### config.mk
export PLATFORM = sky130hd
export DESIGN_NAME = pc_sequencer_flat
export DESIGN_NICKNAME = d
export VERILOG_FILES = /design/src/rtl/pc_sequencer_pkg.sv /design/src/rtl/pc_sequencer_if.sv /design/src/rtl/pc_sequencer.sv /design/src/flat_wrapper.sv
export SDC_FILE = /design/constraint.sdc
export NUM_CORES = 1
export LEC_CHECK = 0
export ABC_AREA = 1
export ABC_CLOCK_PERIOD_IN_PS = 2600
export CORE_ASPECT_RATIO = 0.8
export CORE_MARGIN = 2
export CORE_UTILIZATION = 45
export DETAILED_ROUTE_END_ITERATION = 12
export GPL_ROUTABILITY_DRIVEN = 0
export PLACE_DENSITY_LB_ADDON = 0.15
export REMOVE_ABC_BUFFERS = 1
export SLEW_MARGIN = 0
export SYNTH_ARGS = -nofsm -noshare
export SYNTH_HDL_FRONTEND = slang
export SYNTH_SLANG_ARGS = --single-unit
### constraint.sdc
create_clock -name clk -period 2.6 [get_ports clk]
set_input_delay 0.39 -clock clk [delete_from_list [all_inputs] [get_ports clk]]
set_output_delay 0.39 -clock clk [all_outputs]
set_load 0.05 [all_outputs]
### src/rtl/pc_sequencer_pkg.sv
// -----------------------------------------------------------------------------
// pc_pkg
// Shared definitions for the program-counter sequencer and the return-address
// stack it drives: default widths/depth, the sequencer state encoding and the
// operation-priority encoding used to resolve simultaneous op requests.
// Ports: none (package).
// -----------------------------------------------------------------------------
package pc_pkg;

  // Defaults shared with the return-address stack instance.
  localparam int ADDR_W_DEFAULT = 12;
  localparam int DEPTH_DEFAULT  = 4;

  typedef enum logic [1:0] {
    RUN      = 2'd0,
    RET_WAIT = 2'd1,
    FAULT    = 2'd2
  } pc_state_t;

  // Higher encoding value means higher priority.
  typedef enum logic [2:0] {
    OP_SEQ  = 3'd0,
    OP_BR   = 3'd1,
    OP_JMP  = 3'd2,
    OP_CALL = 3'd3,
    OP_RET  = 3'd4
  } op_sel_t;

  // Collapse the one-hot-ish op requests into the single winning operation.
  function automatic op_sel_t sel_op(input logic ret, input logic call,
                                     input logic jmp, input logic br);
    op_sel_t s;
    if (ret) begin
      s = OP_RET;
    end else if (call) begin
      s = OP_CALL;
    end else if (jmp) begin
      s = OP_JMP;
    end else if (br) begin
      s = OP_BR;
    end else begin
      s = OP_SEQ;
    end
    return s;
  endfunction

endpackage

### src/rtl/pc_sequencer_if.sv
// -----------------------------------------------------------------------------
// pc_sequencer_if
// Bus between the PC sequencer (master) and the return-address stack (slave).
//   stk_push  : one-cycle push strobe, master -> stack
//   stk_pop   : one-cycle pop strobe, master -> stack
//   stk_wdata : return address written with stk_push
//   stk_rdata : stack top-of-stack output, consumed while the pop is in flight
// -----------------------------------------------------------------------------
interface pc_sequencer_if #(
  parameter int ADDR_W = pc_pkg::ADDR_W_DEFAULT
);

  logic              stk_push;
  logic              stk_pop;
  logic [ADDR_W-1:0] stk_wdata;
  logic [ADDR_W-1:0] stk_rdata;

  modport master (
    output stk_push,
    output stk_pop,
    output stk_wdata,
    input  stk_rdata
  );

  modport slave (
    input  stk_push,
    input  stk_pop,
    input  stk_wdata,
    output stk_rdata
  );

endinterface

### src/rtl/pc_sequencer.sv
// -----------------------------------------------------------------------------
// pc_sequencer
// Program-counter / next-address sequencer sitting upstream of the return
// address stack. Generates the fetch address, pushes return addresses on
// calls, pops them on returns, and tracks stack occupancy so that an overflow
// or underflow parks the sequencer in a sticky FAULT state instead of
// corrupting the stack.
// Ports:
//   clk, rst        : clock, synchronous active-high reset
//   en              : advance enable (ignored while a return is in flight)
//   op_jmp, op_br_taken, op_call, op_ret, target : operation requests
//   pc, pc_valid    : current fetch address and its validity
//   stk (master)    : push/pop/wdata to the stack, rdata back
//   fault           : sticky overflow/underflow flag
// All outputs are driven straight from registers.
// -----------------------------------------------------------------------------
module pc_sequencer
  import pc_pkg::*;
#(
  parameter int                ADDR_W   = ADDR_W_DEFAULT,
  parameter int                DEPTH    = DEPTH_DEFAULT,
  parameter logic [ADDR_W-1:0] RESET_PC = '0
) (
  input  logic               clk,
  input  logic               rst,
  input  logic               en,
  input  logic               op_jmp,
  input  logic               op_br_taken,
  input  logic               op_call,
  input  logic               op_ret,
  input  logic [ADDR_W-1:0]  target,
  output logic [ADDR_W-1:0]  pc,
  output logic               pc_valid,
  pc_sequencer_if.master     stk,
  output logic               fault
);

  localparam int                DEPTH_W   = $clog2(DEPTH + 1);
  localparam logic [DEPTH_W-1:0] DEPTH_MAX = DEPTH_W'(DEPTH);

  pc_state_t          state_r,    state_s;
  logic [ADDR_W-1:0]  pc_r,       pc_s;
  logic               valid_r,    valid_s;
  logic               push_r,     push_s;
  logic               pop_r,      pop_s;
  logic [ADDR_W-1:0]  wdata_r,    wdata_s;
  logic [DEPTH_W-1:0] depth_r,    depth_s;
  logic               fault_r,    fault_s;
  op_sel_t            op_s;
  logic [ADDR_W-1:0]  pc_inc_s;

  assign op_s     = sel_op(op_ret, op_call, op_jmp, op_br_taken);
  // Natural ADDR_W-bit wrap: all-ones steps to zero with no flag.
  assign pc_inc_s = pc_r + ADDR_W'(1);

  // State and output registers; reset overrides everything, including a
  // return that is waiting for stack data.
  always_ff @(posedge clk) begin
    if (rst) begin
      state_r <= RUN;
      pc_r    <= RESET_PC;
      valid_r <= 1'b1;
      push_r  <= 1'b0;
      pop_r   <= 1'b0;
      wdata_r <= '0;
      depth_r <= '0;
      fault_r <= 1'b0;
    end else begin
      state_r <= state_s;
      pc_r    <= pc_s;
      valid_r <= valid_s;
      push_r  <= push_s;
      pop_r   <= pop_s;
      wdata_r <= wdata_s;
      depth_r <= depth_s;
      fault_r <= fault_s;
    end
  end

  // Next-state / next-output logic. Strobes default low so that each push or
  // pop lasts exactly one cycle.
  always_comb begin
    state_s = state_r;
    pc_s    = pc_r;
    valid_s = valid_r;
    push_s  = 1'b0;
    pop_s   = 1'b0;
    wdata_s = wdata_r;
    depth_s = depth_r;
    fault_s = fault_r;

    case (state_r)
      RUN: begin
        if (en) begin
          case (op_s)
            OP_RET: begin
              if (depth_r != {DEPTH_W{1'b0}}) begin
                pop_s   = 1'b1;
                valid_s = 1'b0;
                state_s = RET_WAIT;
              end else begin
                fault_s = 1'b1;
                valid_s = 1'b0;
                state_s = FAULT;
              end
            end
            OP_CALL: begin
              if (depth_r < DEPTH_MAX) begin
                pc_s    = target;
                wdata_s = pc_inc_s;
                push_s  = 1'b1;
                depth_s = depth_r + DEPTH_W'(1);
              end else begin
                fault_s = 1'b1;
                valid_s = 1'b0;
                state_s = FAULT;
              end
            end
            OP_JMP, OP_BR: begin
              pc_s = target;
            end
            OP_SEQ: begin
              pc_s = pc_inc_s;
            end
            default: begin
              fault_s = 1'b1;
              valid_s = 1'b0;
              state_s = FAULT;
            end
          endcase
        end else begin
          pc_s = pc_r;
        end
      end

      // The pop strobe is on the stack this cycle; its top-of-stack output is
      // the return address. en is deliberately not consulted here.
      RET_WAIT: begin
        pc_s    = stk.stk_rdata;
        depth_s = depth_r - DEPTH_W'(1);
        valid_s = 1'b1;
        state_s = RUN;
      end

      FAULT: begin
        valid_s = 1'b0;
        fault_s = 1'b1;
      end

      // Unreachable encoding: park safely.
      default: begin
        valid_s = 1'b0;
        fault_s = 1'b1;
        state_s = FAULT;
      end
    endcase
  end

  assign pc            = pc_r;
  assign pc_valid      = valid_r;
  assign stk.stk_push  = push_r;
  assign stk.stk_pop   = pop_r;
  assign stk.stk_wdata = wdata_r;
  assign fault         = fault_r;

endmodule
### src/flat_wrapper.sv
// flat-port wrapper written by rule: the top's interface ports become plain ports
module pc_sequencer_flat import pc_pkg::*;
#(
  parameter int                ADDR_W   = ADDR_W_DEFAULT,
  parameter int                DEPTH    = DEPTH_DEFAULT,
  parameter logic [ADDR_W-1:0] RESET_PC = '0
)
  (clk, rst, en, op_jmp, op_br_taken, op_call, op_ret, target, pc, pc_valid, fault, stk_stk_push, stk_stk_pop, stk_stk_wdata, stk_stk_rdata);
  pc_sequencer_if #(.ADDR_W(ADDR_W)) stk_i ();
  input  logic clk;
  input  logic rst;
  input  logic en;
  input  logic op_jmp;
  input  logic op_br_taken;
  input  logic op_call;
  input  logic op_ret;
  input  logic [ADDR_W-1:0] target;
  output logic [ADDR_W-1:0] pc;
  output logic pc_valid;
  output logic fault;
  output wire logic [$bits(stk_i.stk_push)-1:0] stk_stk_push;
  output wire logic [$bits(stk_i.stk_pop)-1:0] stk_stk_pop;
  output wire logic [$bits(stk_i.stk_wdata)-1:0] stk_stk_wdata;
  input wire logic [$bits(stk_i.stk_rdata)-1:0] stk_stk_rdata;
  assign stk_stk_push = stk_i.stk_push;
  assign stk_stk_pop = stk_i.stk_pop;
  assign stk_stk_wdata = stk_i.stk_wdata;
  assign stk_i.stk_rdata = stk_stk_rdata;
  pc_sequencer #(.ADDR_W(ADDR_W), .DEPTH(DEPTH), .RESET_PC(RESET_PC)) u_core (.clk(clk), .rst(rst), .en(en), .op_jmp(op_jmp), .op_br_taken(op_br_taken), .op_call(op_call), .op_ret(op_ret), .target(target), .pc(pc), .pc_valid(pc_valid), .stk(stk_i), .fault(fault));
endmodule
==> flow_metrics.py <==
metrics = {
    "place": {
        "preCtsSetupSlack_ns": 0.488,
        "io_buffer_count": 58,
        "dp_hpwl_um": 3490,
    },
    "setup_path": {
        "cpMaxStageDelayCell": "clkdlybuf4s50_1",
        "crit_type": "reg2out",
        "reg2reg_slack_ns": 0.91,
        "cp_cell_sequence": "clkdlybuf4s50_1",
        "cpPeakStageDelay_ns": 0.87,
        "crit_path_start_kind": "flip-flop",
        "r2r_end": "u_core.depth_r[2]",
        "rr_worst_depth": 6,
        "crit_arrival_ns": 1.64,
        "cp.required_ns": 2.21,
        "critPathCaptureType": "output port",
        "path_buf_inv": 1,
        "cp_max_fo": 7,
        "rr_startpoint": "u_core.state_r[0]",
        "cp_top_family": "buffers and inverters",
    },
    "finish": {
        "nFillCells": 349,
        "nets": 351,
        "most-common-layout-cells": "58 x clkdlybuf4s50_1, 50 x nand2_1, 33 x dfxtp_1",
        "mostFrequentLayoutCell": "clkdlybuf4s50_1",
        "regArea_um2": 661,
        "drive_above_1_share_pct": 7.86,
        "multiInputGateArea_um2": 931,
        "antenna_cells": 0,
        "syn2layout_area_growth_pct": 39.5,
    },
    "flow_run": {
        "timing.max_cap.violations": 0,
    },
    "routing": {
        "drt_iter0_drc": 182,
        "final_antenna_net_count": 0,
        "drc": 0,
        "dr_total_vias": 1877,
        "firstDrtPassIters": 4,
        "routed_wl_um": 4760,
        "wl_per_cell_um": 12.8,
        "viasPerCell": 5.03,
    },
    "clock_tree": {
        "cts_buffer_depth": 2,
        "cts_setup_buffers": 0,
        "clk_pin_slew_ns": 0.07,
        "cts.sinks": 33,
        "numCtsBuffers": 5,
        "cts_tree": "built",
        "post_cts_resized": 0,
        "postCtsHoldBufs": 0,
        "clock-root-buffer": "clkbuf_8",
        "worstSkewPairLatency_ns": 0.28,
        "cts_htree_levels": 2,
    },
    "min_path": {
        "min-delay-start": "u_core.fault",
        "holdPathEnd": "u_core.fault",
        "hold_depth": 2,
        "holdCritPathClass": "reg2reg",
    },
    "sta": {
        "slew_viol_final": 0,
        "clock.fmax_ghz": 0.493,
        "setup_ws_ns": 0.572,
        "rsz0062_at_grt": "false",
        "relSlewSlack_pct": 55.7,
        "timing.final.crit_period_ns": 2.03,
        "fin_tns_setup_ns": 0,
        "period_share_pct": 78.0,
        "setup_violations": 0,
        "skew_ns": 0.00357,
        "hold_violations": 0,
        "worst_pin_slew_ns": 0.658,
    },
    "power": {
        "ir_drop_v": 0.000353,
        "cellPowerDensity_nw_per_um2": 541,
        "leakage_nw": 1.01,
    },
    "global_route": {
        "grt_pass1_vias": 1643,
        "grt_max_degree": 25,
        "grt_pass1_wl_um": 7510,
        "groute.usage.overall_pct": 22.7,
        "grt-ovfl-total": 0,
        "antenna_found_initial": 0,
    },
    "synthesis": {
        "synth_warnings": 0,
        "yosysUniqueCellTypes": 25,
        "synth_area_per_cell_um2": 6.82,
        "yosysSeqAreaShare_pct": 37.4,
        "synth.ff_latch_count": 33,
        "synth_cells": 259,
        "synth.cell_area_um2": 1770,
    },
    "floorplan": {
        "start_util_pct": 46.7,
        "die-area_um2": 4440,
        "core_um2": 3780,
        "io_pins": 59,
        "die_w_um": 74.0,
        "die_y_um": 60.0,
        "rows": 20,
    },
    "status": {
        "outcome": "finished, final reports clean",
    },
}
[stage by stage]
step | util, % | cell area [µm²] | power, W | std cells | hold WS [ns]
after detailed placement | 62.9 | 2380 | 0.000949 | 366 | 0.451
after CTS | 65.2 | 2460 | 0.00134 | 373 | 0.468
final | 65.2 | 2460 | 0.00133 | 373 | 0.470
after global routing | 65.2 | 2460 | 0.00140 | 373 | 0.481
after floorplan | - | 1700 | 0.000804 | 249 | 0.459
after global placement | 62.9 | 2380 | 0.000948 | 366 | 0.446
[worst min-delay path: cells and delay by family (launching register included)]
| family | cells | cell delay (ns) |
|---|---|---|
| AOI/OAI and AO/OA | 1 | 0.05 |
| and+or+nand+nor | 1 | 0.05 |
| DFF | 1 | 0.33 |
[power by group]
group          switching, W  total, W  internal, W
combinational      0.000222  0.000364     0.000142
sequential        0.0000359  0.000578     0.000542
clock              0.000181  0.000391     0.000210
[metal layers]
layer | track usage (%) | routed length [µm] | vias to the layer above
li1 | - | - | 974
met1 | 32.8 | 2350 | 820
met2 | 32.1 | 1950 | 76
met3 | 5.40 | 398 | 7
met4 | 9.87 | 59 | 0
met5 | 0 | 0 | -
[synthesized netlist by cell type (all sizes together)]
master,instances,area (µm²)
nand2,52,200
nor2,38,165
dfxtp,33,661
a21oi,29,145
inv,28,105
o21ai,26,130
nand3,16,80.1
o211ai,9,67.6
buf,7,57.6
nand4,4,25.0
clkbuf,3,11.3
nor3,3,15.0
or2,3,18.8
xor2,3,26.3
xnor2,2,17.5
a211oi,1,7.51
fa,1,20.0
ha,1,12.5
[cell families (layout without fill, tap and decap cells)]
group / count (synthesis) / after routing / share of synthesized area (%)
simple gates: 116 / 116 / 28.6
buf+inv: 38 / 97 / 9.85
xor+xnor: 5 / 5 / 2.48
fa+ha+maj: 2 / 2 / 1.84
compound gates: 65 / 65 / 19.8
flops: 33 / 33 / 37.4
[worst max-delay path by stage]
stage / cells past startpoint / slack, ns / from / endpoint
6_report: 1 / 0.57 / u_core.pc[2] / pc[2]
5_1_grt: 1 / 0.53 / u_core.pc[2] / pc[2]
2_1_floorplan: 9 / 0.92 / u_core.pc[0] / u_core.pc[8]
4_1_cts: 1 / 0.57 / u_core.pc[2] / pc[2]
3_3_place_gp: 11 / 0.55 / op_call / u_core.stk.stk_wdata[11]
3_5_place_dp: 11 / 0.49 / op_call / u_core.stk.stk_wdata[7]
[registers in the layout, indices dropped and copies added (netlist names)]
signal and cells:
u_core.pc_valid 1, u_core.stk.stk_wdata 12, u_core.fault 1, u_core.pc 12
u_core.state_r 2, u_core.stk.stk_push 1, u_core.depth_r 3, u_core.stk.stk_pop 1
[final cells by class]
| class | instances | area share, % |
|---|---|---|
| Clock buffer | 7 | 3.51 |
| Inverter | 28 | 4.27 |
| Tap cell | 55 | 2.79 |
| Timing Repair Buffer | 62 | 24.8 |
| Multi-Input combinational cell | 188 | 37.8 |
| Sequential cell | 33 | 26.8 |
Note: power is estimated with default switching activity, not from simulation.
